<file path="src/rtl/nibble_packer.sv">
// nibble_packer: pairs consecutive valid nibbles into bytes (first nibble in
// the high half) and buffers them in a first-word fall-through FIFO. Also
// keeps a saturating count of qualified flags and a sticky drop indicator.
//
// Output handshake: byte_valid is high exactly when the FIFO holds at least
// one byte, and byte_out then shows the oldest byte. A byte is consumed on a
// rising edge where byte_valid and byte_ready are both high. byte_ready while
// byte_valid is low is ignored. byte_valid never depends on byte_ready.
// The input side has no backpressure: every nib_valid cycle is taken.
module nibble_packer #(
  parameter int DEPTH = 4,
  parameter int CNT_W = 8
) (
  input  logic                     clk,
  input  logic                     rst,
  input  logic [3:0]               nib_in,
  input  logic                     nib_valid,
  input  logic                     flag_in,
  output logic [7:0]               byte_out,
  output logic                     byte_valid,
  input  logic                     byte_ready,
  output logic [$clog2(DEPTH):0]   level,
  output logic                     half,
  output logic [CNT_W-1:0]         flag_count,
  output logic                     overflow
);

  localparam int AW = $clog2(DEPTH);
  localparam int LW = AW + 1;
  localparam logic [LW-1:0] DEPTH_L = LW'(DEPTH);

  // Pairing state: whether a first nibble is waiting for its partner.
  // It is exported directly as the half output.
  typedef enum logic {
    HOLD_EMPTY = 1'b0,
    HOLD_FULL  = 1'b1
  } hold_state_t;

  hold_state_t      hold_state;
  logic [3:0]       hold_nib;
  logic [7:0]       mem [DEPTH];
  logic [AW-1:0]    wr_ptr;
  logic [AW-1:0]    rd_ptr;
  logic [LW-1:0]    count;
  logic [CNT_W-1:0] flag_cnt;
  logic             ovf;

  logic             pop;
  logic             push_req;
  logic             push;
  logic             drop;
  logic             full;
  logic [7:0]       new_byte;

  // Handshake and push/drop decisions; a full FIFO still accepts a byte
  // when the head leaves on the same edge.
  always_comb begin
    byte_valid = (count != '0);
    byte_out   = byte_valid ? mem[rd_ptr] : 8'h00;
    level      = count;
    half       = (hold_state == HOLD_FULL);
    flag_count = flag_cnt;
    overflow   = ovf;
    full       = (count == DEPTH_L);
    pop        = byte_valid & byte_ready;
    push_req   = nib_valid & (hold_state == HOLD_FULL);
    push       = push_req & (~full | pop);
    drop       = push_req & full & ~pop;
    new_byte   = {hold_nib, nib_in};
  end

  // Pairing FSM: toggles on every valid nibble, whether or not the byte fits.
  always_ff @(posedge clk) begin
    if (rst) begin
      hold_state <= HOLD_EMPTY;
      hold_nib   <= 4'h0;
    end else if (nib_valid) begin
      case (hold_state)
        HOLD_EMPTY: begin
          hold_nib   <= nib_in;
          hold_state <= HOLD_FULL;
        end
        HOLD_FULL: begin
          hold_state <= HOLD_EMPTY;
        end
        default: hold_state <= HOLD_EMPTY;
      endcase
    end
  end

  // Saturating flag counter, independent of pairing and FIFO state.
  always_ff @(posedge clk) begin
    if (rst) begin
      flag_cnt <= '0;
    end else if (nib_valid && flag_in && (flag_cnt != '1)) begin
      flag_cnt <= flag_cnt + 1'b1;
    end
  end

  // FIFO storage, pointers (wrap naturally at DEPTH) and occupancy.
  always_ff @(posedge clk) begin
    if (rst) begin
      for (int i = 0; i < DEPTH; i++) begin
        mem[i] <= 8'h00;
      end
      wr_ptr <= '0;
      rd_ptr <= '0;
      count  <= '0;
    end else begin
      if (push) begin
        mem[wr_ptr] <= new_byte;
        wr_ptr      <= wr_ptr + AW'(1);
      end
      if (pop) begin
        rd_ptr <= rd_ptr + AW'(1);
      end
      case ({push, pop})
        2'b10:   count <= count + LW'(1);
        2'b01:   count <= count - LW'(1);
        default: count <= count;
      endcase
    end
  end

  // Sticky record of any completed byte lost to a full FIFO.
  always_ff @(posedge clk) begin
    if (rst) begin
      ovf <= 1'b0;
    end else if (drop) begin
      ovf <= 1'b1;
    end
  end

endmodule

</file>
<file path="config.mk">
export PLATFORM = sky130hd
export DESIGN_NAME = nibble_packer
export DESIGN_NICKNAME = d
export VERILOG_FILES = /design/src/rtl/nibble_packer.sv
export SDC_FILE = /design/constraint.sdc
export NUM_CORES = 1
export LEC_CHECK = 0
export BUFFER_PORTS_ARGS = -buffer_cell sky130_fd_sc_hd__buf_2
export CORE_MARGIN = 2
export CORE_UTILIZATION = 28
export CTS_BUF_LIST = sky130_fd_sc_hd__clkbuf_8
export CTS_CLUSTER_DIAMETER = 200
export DETAILED_ROUTE_END_ITERATION = 10
export PLACE_DENSITY = 0.44
export REMOVE_ABC_BUFFERS = 1
export SETUP_SLACK_MARGIN = 0.2
export SYNTH_ARGS = -nofsm -noshare
export SYNTH_HDL_FRONTEND = slang
export SYNTH_SLANG_ARGS = --single-unit
export TNS_END_PERCENT = 20
</file>
<file path="constraint.sdc">
create_clock -name clk -period 6 [get_ports clk]
set_input_delay 0.9 -clock clk [delete_from_list [all_inputs] [get_ports clk]]
set_output_delay 0.9 -clock clk [all_outputs]
set_load 0.005 [all_outputs]
</file>
==> reports/results.tsv <==
metric	value	unit
synth_cell_types	42	
cp-start-kind	input pin	
crit_type	input pin to flop	
power	0.0008596	W
combinationalPowerShare	21.5	%
htree_num_levels	2	
nets	256	
ctsLongestPathBuffers	2	
period_needed	2.804	ns
firstDrtPassIters	4	
final_area	2912	µm²
p_sw_share	29.79	%
ys_ff_latch	55	
clock-sinks	55	
seq_area_frac_synth	54.99	%
clk_pin_slew	0.10	ns
num-fill-cells	950	
io_pins	31	
yosysWarnings	0	
yosys.area.top_type_share	37.17	%
drive_gt1_share	31.02	%
cts_made_buffers	5	
dieArea	10020	µm²
rsz0062_at_grt	false	
initial_core_util	28.38	%
tightest_slew	0.6589	ns
yosys.area.top_type	edfxtp_1	
ys.flop_type	edfxtp_1	
synth_most_common_cell	edfxtp_1	
crit_chain	buf_2 > nor4b_4 > nor2_1 > clkinv_1 > ha_1 > inv_1 > fa_1 > xor2_1 > or3_1 > a21oi_1	
path_buf_inv	3	
arrival	3.05	ns
finalClockSkew	0.008886	ns
die_h	100.1	µm
worst_skew_pair.late_latency	0.31	ns
dp_hpwl	3670	µm
hold_violations	0	
end_kind	flop	
area_growth	12.63	%
max_stage_delay	0.40	ns
tns	0	ns
drt_wl_total	5335	µm
ant_nets	0	
synth_top_cells_by_area	edfxtp_1 (37%), dfxtp_1 (18%), mux4_2 (7.0%), nor2_2 (5.6%), nor2_1 (3.6%)	
gp_congestion	0.7052	
drv_slew	0	
die_w	100.1	µm
leakage	1.049	nW
synth_edf_count	32	
syn_avg_cell_area	11.91	µm²
synth_cells	217	
grt_overflow	0	
period_share	46.74	%
drc	0	
crit_slowest_cell	nor4b_4	
cts-root-buf	clkbuf_8	
cts_tree	done	
synth-async-reset-ratio	0	%
status	completed	
wl_per_cell	14.99	µm
power_frac_seq	53.8	%
power_density	295.3	nW/µm²
multi_input_area	1067	µm²
num_vias	1674	
p_sw	0.0002561	W
setup_viol	0	
ir_drop	0.08702	mV
clock_power_share	24.7	%
syn-cell-area	2585	µm²
seq_area	1421	µm²
drt-vias-per-instance	4.702	
max-cap-violations	0	
intPower	0.0006036	W
cp_top_family	simple AND/OR/NAND/NOR gates	
portBuffers	30	
grt_antenna_before_repair	0	
cts.repair.resized	0	
min_path_type	flop to flop	
drt_iter0_drc	80	
cp_max_fo	9	
max_slew_margin	56.07	%
crit_required	6.24	ns
core.rowCount	35	
netlist_top_cells_count	edfxtp_1 (32), nor2_1 (25), dfxtp_1 (23), nor2_2 (23), nand2b_1 (12)	
grt.total_usage	11.55	%
grt_max_degree	39	
grt_pass1_wl	8873	µm
postCtsSetupRepairBufs	0	
coreArea	9109	µm²
grt_pass1_vias	1661	
cts_hold_buf	0	
diodes	0	
post_dp_cell_area	2819	µm²
timing.fmax	0.3566	GHz
-- area by class of cell --
type / count / area share [%]
sequential: 55 / 48.82
inverter: 9 / 1.160
multi-input combinational: 142 / 36.66
clock buffer: 5 / 2.364
timing repair buffer: 31 / 5.415
tap: 111 / 4.770
clock inverter: 3 / 0.8165
-- cell families after synthesis --
family,share of synthesized area (%)
adders and majority gates,1.742
and+or+nand+nor,22.41
buffers and inverters,3.727
DFF,54.99
xor gates and xnor gates,1.694
muxes,9.777
AOI/OAI and AO/OA,5.663
-- tightest hold or removal path, delay by kind of cell, from the launching register on --
kind               cells  cell delay [ns]
and+or+nand+nor        1             0.07
AOI/OAI and AO/OA      1             0.04
DFF                    1             0.34
-- layer usage --
metal  vias up  share of wire [%]  GRT usage [%]
li1        827                  -              -
met1       807                 48          16.23
met2        34                 46          17.98
met3         6                4.0          2.646
met4         0                1.2          3.161
met5         -                  0              0
-- power by group through the flow --
stage	sequential [W]	combinational (W)	clock, W
after detailed placement	0.000475	0.000191	0
final	0.000463	0.000185	0.000212
after global routing	0.000471	0.000213	0.000237
after CTS	0.000466	0.000192	0.000222
after floorplan	0.000462	0.000119	0
after global placement	0.000474	0.000188	0
-- final timing paths --
check	slack (ns)	endpoint	startpoint	cells past startpoint
hold / removal	0.48	overflow	overflow	2
hold reg to reg	0.48	overflow	overflow	2
setup reg to reg	3.42	level[2]	level[0]	9
setup / recovery	3.20	level[2]	byte_ready	10
-- layout by cell type (no fill, tap or decap), types with 3 or more instances in the layout --
| master | n |
|---|---|
| a211oi_1 | 3 |
| inv_1 | 8 |
| and3_1 | 3 |
| a21oi_1 | 7 |
| nand2b_1 | 12 |
| nor2_2 | 23 |
| buf_2 | 30 |
| and4b_1 | 3 |
| edfxtp_1 | 32 |
| nand2_1 | 4 |
| mux2i_1 | 5 |
| and4_1 | 3 |
| xor2_1 | 4 |
| nor2b_1 | 11 |
| clkbuf_8 | 5 |
| nor2_1 | 25 |
| mux4_2 | 8 |
| dfxtp_1 | 23 |
| nor3_1 | 3 |
-- registers in the layout (all words and copies together), names as in the netlist, named ones only --
signal      count
level           3
flag_count      8
wr_ptr          2
mem            32
hold_nib        4
overflow        1
rd_ptr          2
half            1
-- through the flow --
step / hold WS, ns / worst slack, ns / utilization, % / cells
floorplan: 0.4605 / 3.290 / - / 206
global placement: 0.4800 / 2.948 / 30.95 / 348
detailed placement: 0.4552 / 2.851 / 30.95 / 348
CTS: 0.4902 / 3.109 / 31.96 / 356
global route: 0.5342 / 3.017 / 31.96 / 356
finish: 0.4835 / 3.196 / 31.96 / 356
No activity file was read; power rests on OpenSTA's default activity.
